**src/rtl/cacheline_adaptor.sv**
```systemverilog
// Cache-line to memory-burst adaptor: splits a line write into n_beats beats and assembles read beats into a line.
// Defining ADAPTOR_PROTOCOL_CHECK_EN adds a sticky protocol-error checker on proto_err.
module cacheline_adaptor #(
    parameter int s_line  = 256,
    parameter int s_burst = 64,
    parameter int n_beats = s_line / s_burst
) (
    input  logic               clk,
    input  logic               rst_n,

    input  logic               line_read,
    input  logic               line_write,
    input  logic [31:0]        line_address,
    input  logic [s_line-1:0]  line_wdata,
    output logic [s_line-1:0]  line_rdata,
    output logic               line_resp,

    input  logic [s_burst-1:0] burst_rdata,
    input  logic               burst_resp,
    output logic [s_burst-1:0] burst_wdata,
    output logic [31:0]        burst_address,
    output logic               burst_read,
    output logic               burst_write,

    output logic               proto_err
);

    localparam int              CntW      = (n_beats > 1) ? $clog2(n_beats) : 1;
    localparam int              OffW      = $clog2(s_line / 8);
    localparam logic [31:0]     AlignMask = ~((32'd1 << OffW) - 32'd1);
    localparam logic [CntW-1:0] LastBeat  = CntW'(n_beats - 1);

    typedef enum logic [1:0] {
        IDLE,
        READ,
        WRITE,
        DONE
    } state_t;

    state_t              state_q, state_d;
    logic [CntW-1:0]     cnt_q, cnt_d;
    logic [31:0]         addr_q, addr_d;
    logic [s_line-1:0]   wdata_q, wdata_d;
    logic [s_line-1:0]   rdata_q, rdata_d;
    logic                lastBeat;

    assign lastBeat = (cnt_q == LastBeat);

    always_ff @(posedge clk) begin
        if (!rst_n) begin
            state_q <= IDLE;
            cnt_q   <= '0;
            addr_q  <= '0;
            wdata_q <= '0;
            rdata_q <= '0;
        end else begin
            state_q <= state_d;
            cnt_q   <= cnt_d;
            addr_q  <= addr_d;
            wdata_q <= wdata_d;
            rdata_q <= rdata_d;
        end
    end

    // Request inputs are sampled only in IDLE; everything after that works from the latched copies.
    always_comb begin
        state_d = state_q;
        cnt_d   = cnt_q;
        addr_d  = addr_q;
        wdata_d = wdata_q;
        rdata_d = rdata_q;

        case (state_q)
            IDLE: begin
                if (line_write || line_read) begin
                    state_d = line_write ? WRITE : READ;
                    addr_d  = line_address & AlignMask;
                    wdata_d = line_wdata;
                    cnt_d   = '0;
                end
            end
            READ: begin
                if (burst_resp) begin
                    rdata_d[cnt_q*s_burst +: s_burst] = burst_rdata;
                    if (lastBeat) begin
                        cnt_d   = '0;
                        state_d = DONE;
                    end else begin
                        cnt_d = cnt_q + 1'b1;
                    end
                end
            end
            WRITE: begin
                if (burst_resp) begin
                    if (lastBeat) begin
                        cnt_d   = '0;
                        state_d = DONE;
                    end else begin
                        cnt_d = cnt_q + 1'b1;
                    end
                end
            end
            DONE: begin
                state_d = IDLE;
            end
            default: begin
                state_d = IDLE;
            end
        endcase
    end

    assign burst_read    = (state_q == READ);
    assign burst_write   = (state_q == WRITE);
    assign line_resp     = (state_q == DONE);
    assign burst_address = addr_q;
    assign burst_wdata   = wdata_q[cnt_q*s_burst +: s_burst];
    assign line_rdata    = rdata_q;

`ifdef ADAPTOR_PROTOCOL_CHECK_EN
    logic err_q, err_d, errEvent;

    // Violations: stray beat handshakes outside a burst, ambiguous requests, or a request dropped mid-burst.
    always_comb begin
        errEvent = 1'b0;
        case (state_q)
            IDLE:    errEvent = burst_resp || (line_read && line_write);
            READ:    errEvent = !line_read;
            WRITE:   errEvent = !line_write;
            DONE:    errEvent = burst_resp;
            default: errEvent = 1'b0;
        endcase
        err_d = err_q | errEvent;
    end

    always_ff @(posedge clk) begin
        if (!rst_n) begin
            err_q <= 1'b0;
        end else begin
            err_q <= err_d;
        end
    end

    assign proto_err = err_q;
`else
    assign proto_err = 1'b0;
`endif

endmodule

```
**config.mk**
```make
export PLATFORM = sky130hd
export DESIGN_NAME = cacheline_adaptor
export DESIGN_NICKNAME = d
export VERILOG_FILES = /design/src/rtl/cacheline_adaptor.sv
export SDC_FILE = /design/constraint.sdc
export NUM_CORES = 1
export LEC_CHECK = 0
export CELL_PAD_IN_SITES_DETAIL_PLACEMENT = 0
export CELL_PAD_IN_SITES_GLOBAL_PLACEMENT = 1
export CORE_AREA = 4 4 278 280
export CTS_BUF_LIST = sky130_fd_sc_hd__clkbuf_16
export DETAILED_ROUTE_END_ITERATION = 8
export DIE_AREA = 0 0 282 284
export GPL_ROUTABILITY_DRIVEN = 1
export PLACE_DENSITY_LB_ADDON = 0.2
export SLEW_MARGIN = 20
export SYNTH_ARGS = -nofsm -noshare
export SYNTH_HDL_FRONTEND = slang
export SYNTH_SLANG_ARGS = --single-unit
```
**constraint.sdc**
```tcl
create_clock -name clk -period 6.8 [get_ports clk]
set_input_delay 1.02 -clock clk [delete_from_list [all_inputs] [get_ports clk]]
set_output_delay 1.02 -clock clk [all_outputs]
set_load 0.005 [all_outputs]
```
-- After elaboration in Yosys (flattened, before gate mapping)
Index checks and enable logic that the tools add are counted.
- flip-flop bits (word level): 543
- bits of input ports: 357
- logic and storage cells: 35
- output and inout bits: 356
- $add $sub $neg: 2
- mux-type cells: 10
- reduce and logical (&&, ||, !) cells: 8
- shift operators: 3
- eq/ne operators: 7
- operators with widths (operator ; number):
    $bwmux W256 ; 1
    $shift A64 B34 Y256 const A ; 1
    $shiftx A256 B9 Y64 ; 1
    $shiftx A64 B34 Y256 ; 1
    $neg A8 Y34 ; 1
    $mux W2 ; 7
    $eq A2 B2 Y1 const B ; 3
    $pmux W2 S3 ; 1
    $reduce_and A3 Y1 ; 2
    $ne A2 B1 Y1 const B ; 2
    $pmux W2 S2 ; 1
    $reduce_and A2 Y1 ; 2
    $add A2 B1 Y2 const B ; 1
    $eq A2 B1 Y1 const B ; 1
    $logic_not A2 Y1 ; 1
    $ne A2 B2 Y1 const B ; 1
    $reduce_bool A2 Y1 ; 1
    $reduce_or A2 Y1 ; 1
    $logic_or A1 B1 Y1 ; 1

-- Longest topological paths before layout
Gate-level depths: netlist (run 1).
- word-level depth: 4
- gate-level depth with buffers: 10
- depth with buffers taken out: 5

-- Least setup slack after synthesis (run 1)
Ideal clock, no wire load.
- path type: flip-flop to flip-flop
- start point: reg cnt_q[1]
- end point: reg rdata_q[132], in the netlist line_rdata[132]
- setup time: 0.117 ns
- buffers on the path: 5
- period minus slack after synthesis: 2.624 ns
- cell stages (with the launch flop): 11
- arrival: 2.507 ns
- path slack: 4.176 ns
- path through: dfxtp_1 -> clkbuf_1 -> clkbuf_1 -> inv_1 -> ha_1 -> and4b_1 -> buf_2 -> and4_1 -> buf_4 -> buf_6 -> a22o_1
- cells in the longest elaborated chain, start to end: 3
- elaborated cells between the ends (all ways): 4
- those cells by class: add/sub (1); shift (2); mux (1)
- RTL lines (what ; RTL line ; source):
    from (decl) ; 41 ; logic [CntW-1:0] cnt_q, cnt_d;
    from (signal assigned) ; 58 ; cnt_q <= cnt_d;
    $neg A8 Y34 * ; 84 ; rdata_d[cnt_q*s_burst +: s_burst] = burst_rdata;
    $shiftx A64 B34 Y256 / $shift A64 B34 Y256 (equally long branches) ; 84 ;
    $bwmux W256 * ; 84 ;
    to (signal assigned) ; 61 ; rdata_q <= rdata_d;
    to (decl) ; 44 ; logic [s_line-1:0] rdata_q, rdata_d;
Mark *: on every way between the ends. The rest lies on a longest branch, timed or not.
A chain may end at the register's enable or synchronous reset.

-- Worst setup path in the final report (run 1)
- start point: reg cnt_q[0]
- end point: out burst_wdata[16]
- cells in the longest elaborated chain, start to end: 1
- RTL lines (what ; RTL line ; source):
    $shiftx A256 B9 Y64 ; 116 ; assign burst_wdata = wdata_q[cnt_q*s_burst +: s_burst];
    to (decl) ; 20 ; output logic [s_burst-1:0] burst_wdata,
Every way passes these cells.

==> metrics.cfg, run 1 <==
[outcome]
outcome = finished clean

[sta]
whs_ps = 451
fin_crit_ps = 4150
post-route-period-util_pct = 61.0
setup_tns_ps = 0
rsz0062_at_grt = false
slew_headroom_pct = 29.4
drv_slew = 0
worst_pin_slew_ps = 1060
skew_ps = 9.52
setup_violations = 0
hold_viol = 0
max_freq_mhz = 241

[route]
dr.pass1.iters = 7
viasPerCell = 4.80
drt-total-wl_um = 80300
drtIter0Drc = 950
drt.antenna.violating_nets = 0
drc = 0
dr_total_vias = 17900
wl_per_cell_um = 21.6

[global_routing]
grt_antenna_before_repair = 33
grt_pass1_vias = 17800
grt_overflow = 0
grt_first_pass_wirelength_um = 117000
grt_max_degree = 159
grtUsageTotal_pct = 19.1

[min_path]
min_path_type = reg2reg
min_delay_path_depth = 2
min_to = wdata_q[147]
hold_path_startpoint = wdata_q[147]

[yosys]
synth_edf_count = 0
synth.cell_area_um2 = 19900
yosysSeqAreaShare_pct = 54.5
synth_area_leaders = dfxtp_1 (55%), nand2_1 (13%), mux4_2 (7.2%)
postSynthCellCount = 2098
synth_top_area_cell = dfxtp_1
ys_types = 42
synth-async-reset-ratio_pct = 0
ys_ff_latch = 543
synth_area_per_cell_um2 = 9.50
yosys_warnings = 0
ys_dominant_reg_cell = dfxtp_1
yosysTopAreaCellShare_pct = 54.5

[die]
io_pins = 713
rows = 100
initial_core_util_pct = 26.8
core_area_um2 = 74400
die_y_um = 284
die_w_um = 282
dieArea_um2 = 80100

[cts]
clockRootBuffer = clkbuf_16
htreeDepth = 2
clockBufferDepth = 3
cts.sinks = 543
ctsHoldBuffers = 0
cts_tree = built
clk_pin_slew_ps = 60
postCtsSetupBuffers = 0
cts_resized = 0
clk_latency_ps = 620
numCtsBuffers = 61

[worst_setup_path]
worstSetupPathType = reg2out
critPathArrivalTime_ps = 3130
path_max_fanout = 33
reg2reg_to = line_rdata[141]
crit_required_ps = 5780
ff2ff_path_depth = 6
r2r_slack_ps = 3250
rr_startpoint = cnt_q[0]
cp-end-kind = output port
worstSetupStartpointType = register

[power]
p_per_area_nw_per_um2 = 322
vdd_drop_max_mv = 0.275
leakage_nw = 10.9
total_power_mw = 9.46

[placed_design]
io_buffers = 701
hpwl_um = 57000
gp_congestion = 0.800

[final_layout]
drive_gt1_share_pct = 8.72
nFillCells = 7450
fin_nets = 3059
postLayoutCoreUtil_pct = 39.4
area_delta_synth_final_pct = 47.2

[run]
drv_cap = 0

==> worst max-delay path, stage by stage, from the launching register on <==
cell	delay [ps]
dfxtp_4	610
buf_4	680
mux4_2	610
clkdlybuf4s50_1	550
==> cells by family (layout without fill, tap and decap cells) <==
| family | Yosys count | after routing | synth area share [%] |
|---|---|---|---|
| flops | 543 | 543 | 54.5 |
| mux | 65 | 65 | 7.28 |
| other cells | 1 | 22 | 0.0188 |
| simple gates | 725 | 725 | 14.1 |
| compound gates | 553 | 553 | 18.8 |
| fa+ha+maj | 10 | 10 | 0.628 |
| buf+inv | 201 | 838 | 4.65 |
==> metal layers <==
layer	part of all wire [%]	routed length [um]	GRT usage [%]	vias to the layer above
met3	9.7	7820	7.30	142
met1	38	30600	21.4	8551
met5	0.27	218	0	-
li1	-	-	-	8543
met4	3.0	2410	6.32	32
met2	49	39300	33.2	609
==> power breakdown <==
part           leakage, nW  switching (mW)  internal, mW
clock                0.943            1.35          1.66
sequential            4.43           0.225          3.59
combinational         5.52            1.50          1.14
total                 10.9            3.07          6.39
==> synth_stat cells (2+ instances only) <==
| cell | number |
|---|---|
| a21oi_1 | 283 |
| buf_6 | 12 |
| o211ai_1 | 3 |
| clkbuf_1 | 106 |
| a22o_1 | 114 |
| buf_2 | 45 |
| o22ai_1 | 50 |
| o21ai_0 | 17 |
| mux4_2 | 64 |
| nand2_1 | 681 |
| o31ai_1 | 2 |
| a32o_1 | 4 |
| buf_1 | 25 |
| a32o_2 | 60 |
| a32oi_1 | 14 |
| ha_1 | 10 |
| inv_1 | 5 |
| nor2_1 | 14 |
| buf_4 | 7 |
| dfxtp_1 | 543 |
| nand2b_1 | 2 |
| and3_1 | 2 |
| nand3_1 | 16 |
==> state kept, by name, summed over array words and instances, names as in the netlist <==
name	count
cnt_q	2
burst_address	27
wdata_q	256
line_rdata	256
state_q	2
==> cell type report <==
class	instances	area (um2)	area share, %
Tap cell	969	1210	4.13
Clock buffer	61	1530	5.20
Timing Repair Buffer	721	7190	24.5
Clock inverter	50	267	0.908
Inverter	6	30.0	0.102
Multi-Input combinational cell	1359	8190	27.9
Sequential cell	543	10900	37.1
Antenna cell	16	40.0	0.136
==> placed cells by master, fill, tap and decap left out, types with 2 or more instances in the layout <==
master | synthesis | routed
conb_1 | 1 | 6
o22ai_1 | 50 | 50
buf_12 | 0 | 2
a32oi_1 | 14 | 14
o211ai_1 | 3 | 3
dfxtp_1 | 543 | 541
clkinv_1 | 0 | 16
nor2_1 | 14 | 14
a32o_2 | 60 | 60
inv_1 | 5 | 21
clkinvlp_4 | 0 | 2
dfxtp_4 | 0 | 2
clkbuf_16 | 0 | 61
buf_4 | 7 | 19
nand2_1 | 681 | 681
clkdlybuf4s50_1 | 0 | 700
o31ai_1 | 2 | 2
o21ai_0 | 17 | 17
nand3_1 | 16 | 16
a22o_1 | 114 | 114
a32o_1 | 4 | 4
ha_1 | 10 | 10
inv_6 | 0 | 2
a21oi_1 | 283 | 283
clkinv_2 | 0 | 11
diode_2 | 0 | 16
mux4_2 | 64 | 64
==> metrics by stage <==
| step | std cells | instance area (um2) | setup slack (ps) |
|---|---|---|---|
| final | 3725 | 29300 | 2650 |
| after global routing | 3716 | 29300 | 2370 |
| after CTS | 3709 | 29300 | 2460 |
| after detailed placement | 3598 | 27500 | 2730 |
| after global placement | 3598 | 27500 | 2810 |
| after floorplan | 2103 | 20000 | 4180 |
==> how the worst max path moves through the flow <==
| stage | from | cells after the start | slack [ps] | endpoint |
|---|---|---|---|---|
| floorplan | cnt_q[1] | 10 | 4180 | line_rdata[132] |
| global placement | burst_resp | 5 | 2810 | line_rdata[152] |
| detailed placement | burst_resp | 5 | 2730 | line_rdata[138] |
| CTS | cnt_q[0] | 3 | 2460 | burst_wdata[16] |
| global route | cnt_q[0] | 3 | 2370 | burst_wdata[16] |
| finish | cnt_q[0] | 3 | 2650 | burst_wdata[16] |
No activity file was read; power rests on OpenSTA's default activity.
==> run 2: changes to the inputs <==
--- a/config.mk
+++ b/config.mk
@@ -7,10 +7,10 @@
 export LEC_CHECK = 0
 export CELL_PAD_IN_SITES_DETAIL_PLACEMENT = 0
 export CELL_PAD_IN_SITES_GLOBAL_PLACEMENT = 1
-export CORE_AREA = 4 4 278 280
+export CORE_AREA = 4 4 274 276
 export CTS_BUF_LIST = sky130_fd_sc_hd__clkbuf_16
 export DETAILED_ROUTE_END_ITERATION = 8
-export DIE_AREA = 0 0 282 284
+export DIE_AREA = 0 0 278 280
 export GPL_ROUTABILITY_DRIVEN = 1
 export PLACE_DENSITY_LB_ADDON = 0.2
 export SLEW_MARGIN = 20
==> constraint.sdc (replaced) <==
create_clock -name clk -period 4.1 [get_ports clk]
set_input_delay 0.615 -clock clk [delete_from_list [all_inputs] [get_ports clk]]
set_output_delay 0.615 -clock clk [all_outputs]
set_load 0.005 [all_outputs]
==> run 2 against run 1 <==
Die area is 2.8% lower. Clock power is 99% higher. Critical path depth stayed put. Power is 77% higher. Count of clock-buffer cells in the layout is 7 higher. First-iteration DRC count is 4.5% higher. Worst setup slack worse by 1900 ps. Via count is 0.14% higher. Final cell count hardly changed. Non-clock buffer count is 8 higher. Register-to-register slack worse by 1900 ps. Combinational power is 71% higher. Critical path type unchanged. Largest cell class unchanged.
==> metrics.cfg, run 2 (synthesized netlist as in run 1, its figures left out) <==
[outcome]
outcome = finished clean

[die]
dieArea_um2 = 77800
core_area_um2 = 72600
initial_core_util_pct = 27.5
die_w_um = 278
io_pins = 713
die_y_um = 280
rows = 99

[sta]
worst_pin_slew_ps = 926
setup_tns_ps = 0
setup_violations = 0
slew_headroom_pct = 38.3
post-route-period-util_pct = 82.9
fin_ws_ps = 703
drv_slew = 0
max_freq_mhz = 294
skew_ps = 36.5
fin_crit_ps = 3400
hold_viol = 0
rsz0062_at_grt = false

[global_routing]
grt_pass1_vias = 17800
grt_max_degree = 184
grtUsageTotal_pct = 19.5
grt_antenna_before_repair = 28
grt_first_pass_wirelength_um = 117000
grt_overflow = 0

[worst_setup_path]
path_max_fanout = 27
crit_required_ps = 3480
ff2ff_path_depth = 7
worstSetupStartpointType = register
cp-end-kind = output port
crit_path_max_incr_delay_ps = 570
crit_slowest_cell = mux4_2
path_cells = buf_4 -> mux4_2 -> clkdlybuf4s50_1
critPathArrivalTime_ps = 2780
worstSetupPathType = reg2out

[route]
drtIter0Drc = 993
drt-total-wl_um = 79500
dr.pass1.iters = 5
viasPerCell = 4.80
drt.antenna.violating_nets = 0
dr_total_vias = 17900
drc = 0
wl_per_cell_um = 21.3

[placed_design]
hpwl_um = 57100
gp_congestion = 0.835
io_buffers = 701
place_area_um2 = 27700
post-place-ws_ps = 1120
dp.cells = 3596

[cts]
cts_tree = built
cts.sinks = 543
clk_pin_slew_ps = 60
ctsHoldBuffers = 0
clockRootBuffer = clkbuf_16
clk_latency_ps = 590
clockBufferDepth = 3
postCtsSetupBuffers = 0
numCtsBuffers = 67
cts_resized = 0
htreeDepth = 3

[final_layout]
drive_gt1_share_pct = 9.62
mostFrequentLayoutCell = clkdlybuf4s50_1
fin_area_um2 = 29900
area_delta_synth_final_pct = 50.1
layout.cells.non_filler = 3727
mostFrequentLayoutCells = clkdlybuf4s50_1 (700), nand2_1 (681), dfxtp_1 (541), a21oi_1 (283), a22o_1 (114)
fin_nets = 3073

[power]
vdd_drop_max_mv = 0.331
leakage_nw = 11.1
p_per_area_nw_per_um2 = 561

[min_path]
min_delay_path_depth = 2
min_path_type = reg2reg

[run]
drv_cap = 0

run 2: path summary, 6_finish.rpt:
| path | slack [ps] | endpoint | start |
|---|---|---|---|
| worst max-delay path | 700 | burst_wdata[0] | cnt_q[0] |
| worst min-delay path | 450 | wdata_q[16] | wdata_q[16] |
| worst max register to register | 1370 | line_rdata[130] | cnt_q[0] |
| worst min register to register | 450 | wdata_q[16] | wdata_q[16] |
run 2: final cells by class:
cell class              count  area [um2]
repair buffers            729        7350
multi-input cells        1359        8190
flip-flops and latches    543       10900
fillers                  7186       42700
diodes                     14        35.0
well taps                 959        1200
clock buffers              68        1700
inverters                   6        30.0
clock inverters            49         526
run 2: per-stage QoR:
stage	total power, mW	utilization, %	hold WS, ps
5_1_grt	17.8	41.2	466
6_report	16.8	41.2	449
2_1_floorplan	8.95	-	433
3_3_place_gp	11.0	38.1	440
4_1_cts	17.1	41.2	452
3_5_place_dp	11.0	38.1	444
run 2: routing by layer:
layer  track usage [%]  wire [um]
met5                 0        144
met4              4.99       1670
met3              7.75       7230
met1              22.4      31100
met2              34.0      39300
run 2: critical path: cells and delay by family, from the launching register on:
kind / cells / cell delay (ps)
multiplexers: 1 / 570
flip-flops: 1 / 500
buffers and inverters: 2 / 1090
run 2: report_power, final:
| part | leakage, nW | internal (mW) | switching (mW) | total, mW |
|---|---|---|---|---|
| registers | 4.43 | 5.95 | 0.352 | 6.30 |
| clock network | 1.12 | 3.56 | 2.41 | 5.97 |
| logic | 5.59 | 1.99 | 2.51 | 4.51 |
